<file path="config.mk">
export PLATFORM = sky130hd
export DESIGN_NAME = pipe_shifter
export DESIGN_NICKNAME = d
export VERILOG_FILES = /design/src/rtl/shifter_pkg.sv /design/src/rtl/shift_layer.sv /design/src/rtl/pipe_shifter.sv
export SDC_FILE = /design/constraint.sdc
export NUM_CORES = 1
export LEC_CHECK = 0
export CAP_MARGIN = 20
export CORE_MARGIN = 2
export CORE_UTILIZATION = 50
export CTS_CLUSTER_SIZE = 20
export DETAILED_ROUTE_END_ITERATION = 8
export PLACE_DENSITY = 0.7
export SYNTH_ARGS = -nofsm -noshare
export SYNTH_HDL_FRONTEND = slang
export SYNTH_HIERARCHICAL = 1
export SYNTH_SLANG_ARGS = --single-unit
</file>
<file path="constraint.sdc">
create_clock -name clk -period 3 [get_ports clk]
set_input_delay 0.45 -clock clk [delete_from_list [all_inputs] [get_ports clk]]
set_output_delay 0.45 -clock clk [all_outputs]
set_load 0.01 [all_outputs]
</file>
<file path="src/rtl/shifter_pkg.sv">
// rtl/shifter_pkg.sv - shared shifter op codes and helpers
package shifter_pkg;

    // Op codes shared with the ALU decoder; 3'b101..3'b111 are reserved.
    localparam logic [2:0] OP_SLL = 3'b000;
    localparam logic [2:0] OP_SRL = 3'b001;
    localparam logic [2:0] OP_SRA = 3'b010;
    localparam logic [2:0] OP_ROL = 3'b011;
    localparam logic [2:0] OP_ROR = 3'b100;

    function automatic logic is_reserved(input logic [2:0] op);
        return op > OP_ROR;
    endfunction

endpackage

</file>
<file path="src/rtl/shift_layer.sv">
// rtl/shift_layer.sv - one mux layer of the barrel shifter, fixed distance DIST
// Ports:
//   data   - operand entering this layer
//   op     - operation code (reserved codes pass data through)
//   en     - shift-amount bit for this layer; 0 passes data through
//   result - operand after this layer
module shift_layer
    import shifter_pkg::*;
#(
    parameter int WIDTH = 32,
    parameter int DIST  = 1
) (
    input  logic [WIDTH-1:0] data,
    input  logic [2:0]       op,
    input  logic             en,
    output logic [WIDTH-1:0] result
);

    logic [WIDTH-1:0] sll_v;
    logic [WIDTH-1:0] srl_v;
    logic [WIDTH-1:0] sra_v;
    logic [WIDTH-1:0] rol_v;
    logic [WIDTH-1:0] ror_v;

    // Pure wiring per bit; each candidate is a fixed permutation of data.
    for (genvar i = 0; i < WIDTH; i++) begin : g_bit
        if (i >= DIST) begin : g_lo_src
            assign sll_v[i] = data[i-DIST];
        end else begin : g_lo_fill
            assign sll_v[i] = 1'b0;
        end

        if (i + DIST < WIDTH) begin : g_hi_src
            assign srl_v[i] = data[i+DIST];
            assign sra_v[i] = data[i+DIST];
        end else begin : g_hi_fill
            assign srl_v[i] = 1'b0;
            // Earlier SRA layers keep the MSB intact, so this is still the sign.
            assign sra_v[i] = data[WIDTH-1];
        end

        assign rol_v[i] = data[(i - DIST + WIDTH) % WIDTH];
        assign ror_v[i] = data[(i + DIST) % WIDTH];
    end

    always_comb begin
        result = data;
        if (en) begin
            case (op)
                OP_SLL:  result = sll_v;
                OP_SRL:  result = srl_v;
                OP_SRA:  result = sra_v;
                OP_ROL:  result = rol_v;
                OP_ROR:  result = ror_v;
                default: result = data;
            endcase
        end
    end

endmodule

</file>
<file path="src/rtl/pipe_shifter.sv">
// rtl/pipe_shifter.sv - pipelined barrel shifter with valid/ready handshake
// Ports:
//   clk, rst_n            - clock, asynchronous active-low reset
//   in_valid/in_ready     - request handshake
//   in_data, in_shamt     - operand and shift distance
//   in_op, in_tag         - operation code and sideband tag
//   out_valid/out_ready   - result handshake
//   out_data, out_tag     - result and its tag
//   out_err               - the request used a reserved op code
module pipe_shifter
    import shifter_pkg::*;
#(
    parameter int                  WIDTH    = 32,
    parameter int                  SHAMT_W  = $clog2(WIDTH),
    parameter logic [SHAMT_W-1:0]  REG_MASK = 5'b00100,
    parameter int                  TAG_W    = 4
) (
    input  logic               clk,
    input  logic               rst_n,
    input  logic               in_valid,
    output logic               in_ready,
    input  logic [WIDTH-1:0]   in_data,
    input  logic [SHAMT_W-1:0] in_shamt,
    input  logic [2:0]         in_op,
    input  logic [TAG_W-1:0]   in_tag,
    output logic               out_valid,
    input  logic               out_ready,
    output logic [WIDTH-1:0]   out_data,
    output logic [TAG_W-1:0]   out_tag,
    output logic               out_err
);

    // Point k is the input of layer k; point SHAMT_W feeds the output register.
    logic               p_valid [SHAMT_W+1];
    logic               p_ready [SHAMT_W+1];
    logic [WIDTH-1:0]   p_data  [SHAMT_W+1];
    logic [2:0]         p_op    [SHAMT_W+1];
    logic [TAG_W-1:0]   p_tag   [SHAMT_W+1];
    logic [SHAMT_W-1:0] p_shamt [SHAMT_W+1];

    assign p_valid[0] = in_valid;
    assign p_data[0]  = in_data;
    assign p_op[0]    = in_op;
    assign p_tag[0]   = in_tag;
    assign p_shamt[0] = in_shamt;
    assign in_ready   = p_ready[0];

    for (genvar k = 0; k < SHAMT_W; k++) begin : g_layer
        logic [WIDTH-1:0] shifted;

        shift_layer #(
            .WIDTH (WIDTH),
            .DIST  (2 ** k)
        ) u_layer (
            .data   (p_data[k]),
            .op     (p_op[k]),
            .en     (p_shamt[k][k]),
            .result (shifted)
        );

        if (REG_MASK[k]) begin : g_reg
            logic               v;
            logic [WIDTH-1:0]   d;
            logic [2:0]         o;
            logic [TAG_W-1:0]   t;
            logic [SHAMT_W-1:0] s;

            // Loads whenever it may accept (empty or draining); an invalid
            // upstream simply empties the stage.
            always_ff @(posedge clk or negedge rst_n) begin
                if (!rst_n) begin
                    v <= 1'b0;
                    d <= '0;
                    o <= '0;
                    t <= '0;
                    s <= '0;
                end else if (p_ready[k]) begin
                    v <= p_valid[k];
                    if (p_valid[k]) begin
                        d <= shifted;
                        o <= p_op[k];
                        t <= p_tag[k];
                        s <= p_shamt[k];
                    end
                end
            end

            assign p_ready[k]   = !v || p_ready[k+1];
            assign p_valid[k+1] = v;
            assign p_data[k+1]  = d;
            assign p_op[k+1]    = o;
            assign p_tag[k+1]   = t;
            assign p_shamt[k+1] = s;
        end else begin : g_wire
            assign p_ready[k]   = p_ready[k+1];
            assign p_valid[k+1] = p_valid[k];
            assign p_data[k+1]  = shifted;
            assign p_op[k+1]    = p_op[k];
            assign p_tag[k+1]   = p_tag[k];
            assign p_shamt[k+1] = p_shamt[k];
        end
    end

    assign p_ready[SHAMT_W] = !out_valid || out_ready;

    always_ff @(posedge clk or negedge rst_n) begin
        if (!rst_n) begin
            out_valid <= 1'b0;
            out_data  <= '0;
            out_tag   <= '0;
            out_err   <= 1'b0;
        end else if (p_ready[SHAMT_W]) begin
            out_valid <= p_valid[SHAMT_W];
            if (p_valid[SHAMT_W]) begin
                out_data <= p_data[SHAMT_W];
                out_tag  <= p_tag[SHAMT_W];
                out_err  <= is_reserved(p_op[SHAMT_W]);
            end
        end
    end

endmodule

</file>
# Word level (Yosys, flattened, before mapping)
# Index checks and enable logic that the tools add are counted.
# classes
magnitude_cmp	1
n_eq_ne	8
n_mux	10
n_reduce_logical	9
# ops
cell	count
32-bit one-hot mux with 5 select lines	4
32-bit 2-to-1 mux	5
32-bit one-hot mux with 4 select lines	1
3-bit by 2-bit equality test with 1-bit output, second input constant	4
3-bit by 1-bit equality test with 1-bit output, second input constant	2
3-bit equality test, second input constant	2
3-bit zero test	2
2-bit AND reduction	2
3-bit greater-than comparator, second input constant	1
1-bit zero test	2
1-bit logical OR	2
2-bit OR reduction	1
# word_totals
register_bits	83
input_bits	48
out_inout_bits	39

# Longest topological paths before layout
# logic_depth
word_depth	7
mapped_depth	12

# Cells and area by module
# The synthesis kept the hierarchy.
# modules_own_cells
mod	instances	cells_each	area_each_um2
pipe_shifter	1	173	3062.9
shift_layer (g_layer[3].u_layer)	1	161	1121.1
shift_layer (g_layer[2].u_layer)	1	163	1097.3
shift_layer (g_layer[1].u_layer)	1	164	1087.3
shift_layer (g_layer[0].u_layer)	1	174	1079.8
shift_layer (g_layer[4].u_layer)	1	82	680.7

# Worst setup path before layout
# No wires, ideal clock.
# synth_path
kind	input to register
startpoint	input in_op[1]
endpoint	register g_layer[2].g_reg.d[28]
setup_ps	125
t_arrival_ps	2559
t_required_ps	2875
setup_slack_ps	316
cell_stages	11
cell_sequence	o21ai_1 and2_1 clkbuf_1 a31oi_1 mux2_1 a22oi_1 a31oi_1 nor2b_1 o22ai_1 a31oi_1 mux2_4
# synth_via
elab_chain_len	7
word_cells_on_any_way	11
cone_classes	4 x eq/ne; 6 x mux; 1 x reduce/logical
# synth_lines
element	line	rtl
start: declaration	pipe_shifter.sv:24	input logic [2:0] in_op,
3-bit equality test, or another cell as far along	shift_layer.sv:49	case (op)
32-bit one-hot mux with 5 select lines (*)	shift_layer.sv:49	
32-bit 2-to-1 mux (*)	shift_layer.sv:48	if (en) begin
named net g_layer[0].shifted[29]	pipe_shifter.sv:49	logic [WIDTH-1:0] shifted;
32-bit one-hot mux with 5 select lines (*)	shift_layer.sv:49	
32-bit 2-to-1 mux (*)	shift_layer.sv:48	
named net g_layer[1].shifted[31]	pipe_shifter.sv:49	
32-bit one-hot mux with 5 select lines (*)	shift_layer.sv:49	
32-bit 2-to-1 mux (*)	shift_layer.sv:48	
named net g_layer[2].shifted[28]	pipe_shifter.sv:49	
end signal: assignment	pipe_shifter.sv:80	d <= shifted;
end: declaration	pipe_shifter.sv:63	logic [WIDTH-1:0] d;
# The timed path passes the listed nets; every way through them passes the cells marked *.
# A chain may end at the register's enable or synchronous reset.

# Worst setup path after layout
# layout_path
startpoint	input in_shamt[0]
endpoint	register g_layer[2].g_reg.d[1]
# layout_via
elab_chain_len	5
# layout_lines
element	line	rtl
start: declaration	pipe_shifter.sv:23	input logic [SHAMT_W-1:0] in_shamt,
32-bit 2-to-1 mux	shift_layer.sv:48	
named net g_layer[0].shifted[7]	pipe_shifter.sv:49	
32-bit one-hot mux with 5 select lines	shift_layer.sv:49	
32-bit 2-to-1 mux	shift_layer.sv:48	
named net g_layer[1].shifted[5]	pipe_shifter.sv:49	
32-bit one-hot mux with 5 select lines	shift_layer.sv:49	
32-bit 2-to-1 mux	shift_layer.sv:48	
named net g_layer[2].shifted[1]	pipe_shifter.sv:49	
# The timed path passes the listed nets, and every way through them passes these cells.

==> metrics.cfg <==
[synthesis]
synthMuxAreaShare_pct = 16.2
synth_cell_types = 52
netlist_area_um2 = 8130
ys_warn_count = 6
yosys.area_share.adder_pct = 0
syn_nets = 965
synth-simple-area-share_pct = 13.9
synth_xor_area_share_pct = 1.97
yosysSeqAreaShare_pct = 24.6
synth_top_family_by_area = compound AO/OA/AOI/OAI gates
synthCells = 917
ys_ff_latch = 80
avgSynthCellArea_um2 = 8.86
synth_compound_area_share_pct = 34.1

[clock_tree]
cts_buffers = 9
cts_tree = yes
ctsHtreeMaxLevel = 3
clk_latency_ps = 350
cts_root_buf = clkbuf_16
cts_sinks = 80
hold_buffers = 0
post_cts_buffers = 0
cts_resized = 0
clkTransAtPathRegs_ps = 60
clock_path_buffers = 2

[detailed_routing]
drt-total-wl_um = 23400
vias = 7954
drc_errors = 0
vias_per_cell = 6.56
drtIter0Drc = 786
wl_per_cell_um = 19.3
drtPass1Iterations = 6
drtAntennaViolNets = 0

[worst_setup_path]
cp_max_fo = 10
worstPathRequired_ps = 3280
cp-startpoint = in_shamt[0]
crit_path_end_kind = flip-flop
worstSetupPathType = input port to flip-flop
start_kind = input port
r2r-start = g_layer[2].g_reg.o[1]
crit_arrival_ps = 2940

[placed_design]
io_buffers = 86
placed_cell_area_um2 = 9340
pre_cts_slack_ps = 15.7
dpl.hpwl_um = 16600
place_congestion = 0.933

[grt]
grt_pass1_wl_um = 38500
grt_max_degree = 81
grt.total_usage_pct = 26.5
grt_pass1_vias = 7379
busiest_layer = met2
grt_use_met3_pct = 3.01
use_met2_pct = 43.3
antenna_found_initial = 0
overflow = 0
gr-usage-met1_pct = 35.3

[layout]
diodes = 0
final.fill_count = 1427
nets = 1039
syn_to_final_growth_pct = 18.9
final_layout_size_suffix_gt1_share_pct = 21.0
design_area_um2 = 9660

[timing]
hold_violations = 0
finalWorstSetupSlack_ps = 337
period_share_pct = 88.8
fmax_mhz = 375
finalClockSkew_ps = 8.96
whs_ps = 459
rsz0062_at_grt = no
relSlewSlack_pct = 46.9
period_minus_slack_ps = 2660
worst_slew_pin_slew_ps = 796
drv_slew = 0
setup_viol = 0
finalSetupTns_ps = 0

[floorplanning]
die_h_um = 132
coreArea_um2 = 15900
ioPinCount = 87
dieWidth_um = 132
initial_utilization_pct = 51.2
rows = 46
fp.dieArea_um2 = 17300

[pwr]
leakagePower_nw = 3.44
powerDensity_nw_per_um2 = 607
vdd.ir_drop.worst_uv = 324
total_power_mw = 5.87

[hold_path]
hold_path_class = input port to asynchronous set/reset pin

[flow_run]
cap_viol_max_count = 0

[outcome]
outcome = complete, no violations

[path summary, 6_finish.rpt]
path,endpoint,slack (ps),cells past startpoint
worst max-delay path,g_layer[2].g_reg.d[1],340,11
worst min-delay path,out_data[9],460,2
worst max register to register,out_data[30],460,9
worst min register to register,out_data[27],490,1
max in group asynchronous,out_data[24],1950,3
min in group clk,out_data[27],490,1
[critical path, cell delays in order]
cell and delay [ps]:
clkdlybuf4s50_1 480, and2_1 240, buf_4 200, buf_12 140, a31oi_1 280, o211ai_1 150, a31oi_1 230, buf_4 150
o211ai_1 90, a31oi_1 310, mux2_2 200
[through the flow]
stage | cells | utilization [%]
after floorplan | 917 | -
after global placement | 1194 | 58.8
after detailed placement | 1194 | 58.8
after CTS | 1210 | 60.6
after global routing | 1212 | 60.8
final | 1212 | 60.8
[Yosys cell counts, drive strengths merged]
cell     count  area (um2)
a211o        1        8.76
a21boi       1        7.51
a21oi      127         636
a221o        1        10.0
a22oi       14         105
a2bb2oi     15         131
a31oi      126         788
a32oi        1        8.76
a41o         1        10.0
and2         5        31.3
and3         1        6.26
and3b        5        43.8
buf         79         584
clkbuf      40         150
dfrtp       80        2000
inv          3        11.3
mux2       107        1300
mux2i        2        20.0
nand2       19        86.3
nand2b       5        33.8
nand3        2        10.0
nand3b      99         747
nor2         4        17.5
nor2b       22         138
nor3         1        10.0
nor4b        1        8.76
o211ai     113         848
o21a         1        8.76
o21ai       27         161
o22ai        4        31.3
o2bb2ai      1        8.76
o32a         1        10.0
xnor2        4        80.1
xor2         4        80.1
[per-layer routing]
metal / wire length, um / vias up / part of all wire (%)
li1: - / 3754 / -
met1: 9890 / 3827 / 42
met2: 11400 / 324 / 49
met3: 1260 / 49 / 5.4
met4: 833 / 0 / 3.6
met5: 0 / - / 0
[registers in the layout, summed over array words and instances (netlist names)]
name and count:
out_err 1, g_layer.g_reg.s 2, out_data 32, g_layer.g_reg.o 3
g_layer.g_reg.v 1, g_layer.g_reg.d 32, out_valid 1, g_layer.g_reg.t 4
out_tag 4
[kinds of logic (layout without fill, tap and decap cells)]
group | count (synthesis) | in the layout
compound gates | 434 | 434
xor+xnor | 8 | 8
buf+inv | 122 | 201
flops | 80 | 80
mux | 109 | 109
simple gates | 164 | 164
[cell type report]
| cell class | count | area [um2] | area share [%] |
|---|---|---|---|
| tap | 216 | 270 | 2.80 |
| timing repair buffer | 182 | 1690 | 17.5 |
| sequential | 80 | 2000 | 20.7 |
| clock inverter | 6 | 47.5 | 0.492 |
| multi-input combinational | 715 | 5400 | 55.9 |
| inverter | 3 | 11.3 | 0.117 |
| clock buffer | 10 | 239 | 2.47 |
[power breakdown]
part | internal [mW] | switching [mW] | leakage [nW] | total, mW
sequential | 1.45 | 0.320 | 0.924 | 1.77
combinational | 1.61 | 1.43 | 2.38 | 3.03
clock | 0.593 | 0.473 | 0.140 | 1.07
total | 3.65 | 2.22 | 3.44 | 5.87
[cells in the final DEF (no fill, tap or decap), drive strengths merged, types with 2 or more instances in the layout]
| cell type | n |
|---|---|
| nand2 | 19 |
| nand3b | 99 |
| nor2b | 22 |
| o211ai | 113 |
| dfrtp | 80 |
| a2bb2oi | 15 |
| nand2b | 5 |
| o22ai | 4 |
| buf | 99 |
| and2 | 5 |
| nor2 | 4 |
| mux2 | 107 |
| inv | 7 |
| clkbuf | 10 |
| and3b | 5 |
| mux2i | 2 |
| xnor2 | 4 |
| a22oi | 14 |
| a21oi | 127 |
| xor2 | 4 |
| a31oi | 126 |
| clkdlybuf4s50 | 82 |
| o21ai | 27 |
| nand3 | 2 |
No activity file was read; power rests on OpenSTA's default activity.
